File: src/rtl/serial_arith_pkg.sv
// rtl/serial_arith_pkg.sv - state encoding and defaults shared by the serial arithmetic blocks
package serial_arith_pkg;

  localparam int DEFAULT_WIDTH = 8;

  localparam logic [1:0] ST_IDLE = 2'd0;
  localparam logic [1:0] ST_RUN  = 2'd1;
  localparam logic [1:0] ST_DONE = 2'd2;

  typedef enum logic [1:0] {
    S_IDLE = ST_IDLE,
    S_RUN  = ST_RUN,
    S_DONE = ST_DONE
  } state_e;

endpackage

File: src/rtl/full_subtractor.sv
// rtl/full_subtractor.sv - single-bit combinational full subtractor (a - b - bin)
module full_subtractor (
  input  logic a,
  input  logic b,
  input  logic bin,
  output logic diff,
  output logic bout
);

  assign diff = a ^ b ^ bin;
  assign bout = (~a & b) | (~(a ^ b) & bin);

endmodule

File: src/rtl/serial_subtractor.sv
// rtl/serial_subtractor.sv - bit-serial WIDTH-bit subtractor, LSB first, start/done handshake
module serial_subtractor
  import serial_arith_pkg::*;
#(
  parameter int WIDTH = DEFAULT_WIDTH
) (
  input  logic             clk,
  input  logic             rst_n,
  input  logic             start,
  input  logic [WIDTH-1:0] a,
  input  logic [WIDTH-1:0] b,
  input  logic             bin,
  output logic             busy,
  output logic             done,
  output logic [WIDTH-1:0] diff,
  output logic             bout
);

  localparam int CW = $clog2(WIDTH + 1);
  localparam logic [CW-1:0] LAST = CW'(WIDTH - 1);

  state_e           state, state_nxt;
  logic [WIDTH-1:0] sa, sb, diff_q, diff_shift;
  logic [CW-1:0]    cnt;
  logic             br, bout_q;
  logic             accept, last_slice;
  logic             d, bn;

  full_subtractor u_fs (
    .a    (sa[0]),
    .b    (sb[0]),
    .bin  (br),
    .diff (d),
    .bout (bn)
  );

  always_comb begin
    state_nxt  = state;
    accept     = 1'b0;
    last_slice = 1'b0;
    case (state)
      S_IDLE: begin
        if (start) begin
          accept    = 1'b1;
          state_nxt = S_RUN;
        end
      end
      S_RUN: begin
        if (cnt == LAST) begin
          last_slice = 1'b1;
          state_nxt  = S_DONE;
        end
      end
      S_DONE:  state_nxt = S_IDLE;
      default: state_nxt = S_IDLE;
    endcase
  end

  // New bit enters at the MSB so bit 0 of the result lands at diff[0] after WIDTH shifts.
  always_comb begin
    diff_shift            = diff_q >> 1;
    diff_shift[WIDTH-1]   = d;
  end

  always_ff @(posedge clk or negedge rst_n) begin
    if (!rst_n) begin
      state  <= S_IDLE;
      sa     <= '0;
      sb     <= '0;
      br     <= 1'b0;
      cnt    <= '0;
      diff_q <= '0;
      bout_q <= 1'b0;
    end else begin
      state <= state_nxt;
      if (accept) begin
        sa     <= a;
        sb     <= b;
        br     <= bin;
        cnt    <= '0;
        diff_q <= '0;
        bout_q <= 1'b0;
      end else if (state == S_RUN) begin
        sa     <= sa >> 1;
        sb     <= sb >> 1;
        br     <= bn;
        cnt    <= cnt + CW'(1);
        diff_q <= diff_shift;
        if (last_slice) bout_q <= bn;
      end
    end
  end

  assign busy = (state != S_IDLE);
  assign done = (state == S_DONE);
  assign diff = diff_q;
  assign bout = bout_q;

endmodule
File: config.mk
export PLATFORM = sky130hd
export DESIGN_NAME = serial_subtractor
export DESIGN_NICKNAME = d
export VERILOG_FILES = /design/src/rtl/serial_arith_pkg.sv /design/src/rtl/full_subtractor.sv /design/src/rtl/serial_subtractor.sv
export SDC_FILE = /design/constraint.sdc
export NUM_CORES = 1
export LEC_CHECK = 0
export ABC_CLOCK_PERIOD_IN_PS = 2009
export CAP_MARGIN = 20
export CORE_MARGIN = 4
export CORE_UTILIZATION = 52
export DETAILED_ROUTE_END_ITERATION = 6
export GPL_TIMING_DRIVEN = 1
export PLACE_DENSITY = 0.82
export RECOVER_POWER = 50
export REMOVE_ABC_BUFFERS = 1
export SLEW_MARGIN = 20
export SYNTH_ARGS = -nofsm -noshare
export SYNTH_HDL_FRONTEND = slang
export SYNTH_SLANG_ARGS = --single-unit
File: constraint.sdc
create_clock -name clk -period 2.01 [get_ports clk]
set_input_delay 0.603 -clock clk [delete_from_list [all_inputs] [get_ports clk]]
set_output_delay 0.603 -clock clk [all_outputs]
set_load 0.05 [all_outputs]
# [After elaboration in Yosys (flattened, before gate mapping)]
# Cells that the tools add are included.
[totals] ff_bits=32 latch_bits=0 ramBits=0 rom_bits=0 out_inout_bits=11 wordCells=46 mem_count=0
[op_classes] n_addsub=1 mul=0 div=0 magnitude_cmp=0 n_eq_ne=5 n_shift=0 mux=20 n_bitwise=7 reduce_logical=6
[ops] cell="8-bit 2-to-1 mux" count=6
[ops] cell="1-bit 2-to-1 mux" count=9
[ops] cell="4-bit 2-to-1 mux" count=2
[ops] cell="2-bit nonzero test" count=3
[ops] cell="4-bit by 1-bit adder with 4-bit output, second input constant" count=1
[ops] cell="4-bit by 3-bit == test with 1-bit output, second input constant" count=1
[ops] cell="2-bit 2-to-1 mux" count=2
[ops] cell="2-bit inequality test, second input constant" count=2
[ops] cell="2-bit case mux with 2 select lines" count=1
[ops] cell="2-bit AND reduction" count=2
[ops] cell="1-bit bitwise AND" count=2
[ops] cell="2-bit by 1-bit == test with 1-bit output, second input constant" count=1
[ops] cell="2-bit == test, second input constant" count=1
[ops] cell="2-bit logical NOT" count=1
[ops] cell="1-bit NOT" count=2
[ops] cell="1-bit XOR" count=2
[ops] cell="1-bit OR" count=1

# [Longest topological paths before layout]
[logic_depth] ltp_word=7 mapped_depth=5 depth_no_buf=4

# [Modules after synthesis]
# Synthesis repeated with hierarchy kept, for this count alone.
[hier_totals] cells_unflattened=144 hier_area_um2=1401.3
[modules_own_cells] module="serial_subtractor" n_inst=1 cells_each=140 area_each_um2=1370.1 seq_area_each_um2=800.8
[modules_own_cells] module="full_subtractor" n_inst=1 cells_each=4 area_each_um2=31.3 seq_area_each_um2=0.0

# [Least setup slack after synthesis]
# OpenSTA, ideal clock, no wires.
[synth_path] kind="register to output" start="register state[0]" end="output done" t_arrival_ns=0.904 t_required_ns=1.407 slack_ns=0.503 path_stages_with_launch=2 path_buffers=0 path_cell_list="dfrtp_1 and2b_1"
[synth_between] elab_chain_cells=1
[synth_rtl] item="start: declaration" line_no="serial_subtractor.sv:22" source="state_e state, state_nxt;"
[synth_rtl] item="start signal: assignment" line_no="serial_subtractor.sv:75" source="state <= state_nxt;"
[synth_rtl] item="2-bit == test" line_no="serial_subtractor.sv:95" source="assign done = (state == S_DONE);"
[synth_rtl] item="end: declaration" line_no="serial_subtractor.sv:14" source="output logic done,"
# Every way passes these cells.

# [Worst setup path after layout]
[layout_path] start="register state[0]" end="output busy"
[layout_between] elab_chain_cells=1
[layout_rtl] item="2-bit nonzero test" line_no="serial_subtractor.sv:94" source="assign busy = (state != S_IDLE);"
[layout_rtl] item="end: declaration" line_no="serial_subtractor.sv:13" source="output logic busy,"
# Every way passes these cells.

==> results.txt <==
----------------------------------------------------
[Outcome]
  Outcome ... finished, final reports clean

[Floorplanning]
  FP Rows ... 18
  I/O pin cnt ... 31
  Total core area ... 2520 um2
  Starting density of the core ... 0.558
  Overall die area ... ~3600 um2
  Horizontal die dimension ... 60.0 um
  Height of the die ... 60.0 um

[Critical path]
  Maximum fanout encountered on the critical timing path ... 7
  Buffers & Inverters on Critical Path ... 1
  Peak per-stage delay on the critical path ... 0.45 ns
  Crit Path Class ... flip-flop to primary output
  Nature of the critical path startpoint ... flip-flop
  WP data required ... about 1.4 ns
  Max stage delay cell, worst path ... sky130_fd_sc_hd__dfrtp_1
  Worst-path cell chain ... or2_2 > buf_4
  Worst Setup End Kind ... primary output
  Top Family by Delay on Critical Path ... flip-flops
  Crit path arrival time ... 1.28 ns

[Clock tree]
  Post-CTS Hold Fix Bufs ... 0
  Deepest clock path buffer count ... 2
  Clock latency on the worst-skew pair ... around 0.33 ns
  Total clock sinks ... 32
  Cell at the root of the clock tree ... sky130_fd_sc_hd__clkbuf_4
  CTS clock-pin slew for the worst setup and hold paths ... ~0.09 ns
  CTS tree ... yes
  Count of instances resized after the clock tree is built ... 0
  Total clock buffers created by CTS ... 5
  H-tree depth reported by CTS ... 2
  Number of buffers inserted to repair setup after CTS ... 0

[Synth]
  Number of enable-type register cells in the synthesized netlist ... 0
  Fraction of the yosys area taken by sequential cells ... 0.569
  Total number of yosys warnings ... 0
  Mean post-synth cell area ... slightly below 10 um2
  Number of register bits inferred by synthesis ... 32
  Ys flop type ... sky130_fd_sc_hd__dfrtp_1
  Area of the mapped netlist ... around 1400 um2
  Fraction of synthesis flops using an asynchronous set or reset pin ... 1.00
  Unique masters post-synth ... 27
  Cell count after synthesis ... 143

[Route]
  Overall routed net length ... around 2800 um
  Number of iterations in the first detailed-routing pass ... 4
  Initial drt markers ... 64
  Total via count after detailed routing ... between 1,000 and 1,500
  Average vias per placed instance ... 5.47
  Routed Antenna Nets ... 0
  Number of remaining DRC errors ... 0
  Final routed wire length divided by cell count ... about 13 um

[Run]
  Total of max-cap violations ... 0

[Timing]
  Top achievable clock speed ... roughly 530 MHz
  Number of pins exceeding their max-slew limit in the final report ... 0
  Clock period minus worst slack ... 1.88 ns
  Aggregate negative setup slack ... 0 ns
  Post-route clock skew ... 0.00381 ns
  Final Cycle Share ... 0.935
  Final setup fails ... 0
  Setup repair after global routing missed its margin ... no
  Slew HR ... 0.487
  Pin slew with the least headroom to its limit ... 0.770 ns
  Hold violation count in the final report ... 0

[Global route]
  Number of global-route vias before repair ... 1,058
  Largest net degree at the start of global routing ... 33
  GR Util All Layers ... 0.175
  Global-route wire length before repair ... 4560 um
  Antenna violations before repair ... 0
  GRT Residual Overflow ... 0

[Placement]
  Global placer's final weighted congestion ... 0.752
  Number of I/O port buffers ... 30
  Post-DP HPWL ... 1950 um

[Min path]
  Class of the tightest hold or removal check ... flip-flop to flip-flop

[Final layout]
  Share of post-route cells with drive strength above 1 ... 0.129
  Leading cell types in the layout, fill and taps excluded ... 52 x sky130_fd_sc_hd__nand2_1, 32 x sky130_fd_sc_hd__dfrtp_1, 17 x sky130_fd_sc_hd__clkdlybuf4s50_1
  Most common library cell in the layout ignoring fill and taps ... sky130_fd_sc_hd__nand2_1
  Antenna diode instance count ... 0
  Layout Area Growth over Synthesis ... 25.7%
  Number of nets in the finished design ... ~200

[Power and ir drop]
  Leakage power of the design ... 0.857 nW
  Power, Total ... 2.72 mW
  Max rail drop VDD ... about 1.4 mV
  Power density over cell area ... about 1500 nW/um2

----------------------------------------------------
==> cells in the mapped netlist (2+ instances only) <==
cell	n	area [um2]
sky130_fd_sc_hd__nand2_1	52	195
sky130_fd_sc_hd__dfrtp_1	32	801
sky130_fd_sc_hd__a22oi_1	14	105
sky130_fd_sc_hd__o21ai_0	12	60.1
sky130_fd_sc_hd__buf_4	5	37.5
sky130_fd_sc_hd__a21o_1	2	15.0
sky130_fd_sc_hd__buf_2	2	10.0
sky130_fd_sc_hd__inv_1	2	7.51
sky130_fd_sc_hd__nand2b_1	2	12.5
sky130_fd_sc_hd__nand3_1	2	10.0
sky130_fd_sc_hd__nor2_1	2	7.51
==> cell families (layout without fill, tap and decap cells) <==
group,after synthesis,after routing,synth area share
simple gates,66,66,0.203
flops,32,32,0.569
compound gates,31,31,0.148
buf+inv,11,46,0.0498
fa+ha+maj,2,2,0.0231
mux,1,1,0.00711
==> per-stage QoR <==
| stage | utilization | cell area (um2) | instances | setup WS (ns) | hold WS, ns |
|---|---|---|---|---|---|
| 3_3_place_gp | 0.684 | 1730 | 200 | 0.175 | 0.458 |
| 6_report | 0.701 | 1770 | 208 | 0.131 | 0.482 |
| 3_5_place_dp | 0.684 | 1730 | 200 | 0.134 | 0.463 |
| 4_1_cts | 0.707 | 1780 | 208 | 0.102 | 0.485 |
| 5_1_grt | 0.701 | 1770 | 208 | 0.0759 | 0.506 |
| 2_1_floorplan | - | 1350 | 134 | 0.201 | 0.307 |
==> worst paths after layout <==
kind | from | to | slack (ns) | depth (start not counted)
hold reg to reg | sa[4]$_DFFE_PN0P_ | sa[4]$_DFFE_PN0P_ | 0.48 | 2
setup / recovery | state[0]$_DFFE_PN0P_ | busy | 0.13 | 2
min in group asynchronous | rst_n | diff[4]$_DFFE_PN0P_ | 0.87 | 2
hold / removal | sa[4]$_DFFE_PN0P_ | sa[4]$_DFFE_PN0P_ | 0.48 | 2
max in group asynchronous | rst_n | sb[5]$_DFFE_PN0P_ | 0.66 | 2
setup reg to reg | state[1]$_DFFE_PN0P_ | diff[2]$_DFFE_PN0P_ | 0.55 | 4
==> layer usage <==
layer  vias up  GRT usage  share of wire  wire [um]
li1        553          -              -          -
met1       535      0.210           0.42       1180
met2        43      0.279           0.47       1330
met3         7     0.0497          0.084        235
met4         0      0.101          0.019         53
met5         -          0              0          0
==> state kept, by name, indices dropped and copies added, names as in the netlist <==
name,count
sa,8
cnt,4
state,2
diff,8
bout,1
sb,8
br,1
==> layout make-up <==
type | count | area [um2]
sequential | 32 | 801
fill | 205 | 753
multi-input combinational | 100 | 528
timing repair buffer | 36 | 337
clock buffer | 8 | 58.8
tap | 30 | 37.5
inverter | 2 | 7.51
==> worst reg2reg max path: stages, from the launching register on <==
cell and delay [ns]:
sky130_fd_sc_hd__dfrtp_1 0.42, sky130_fd_sc_hd__nand2b_1 0.34, sky130_fd_sc_hd__clkbuf_1 0.37, sky130_fd_sc_hd__nand2_1 0.09
sky130_fd_sc_hd__o21ai_0 0.17
==> power breakdown <==
group	leakage [nW]	internal, mW	switching (mW)
Sequential	0.411	0.919	0.182
Clock	0.0326	0.172	0.199
Combinational	0.413	0.462	0.789
Power figures use the tool's default switching activity.
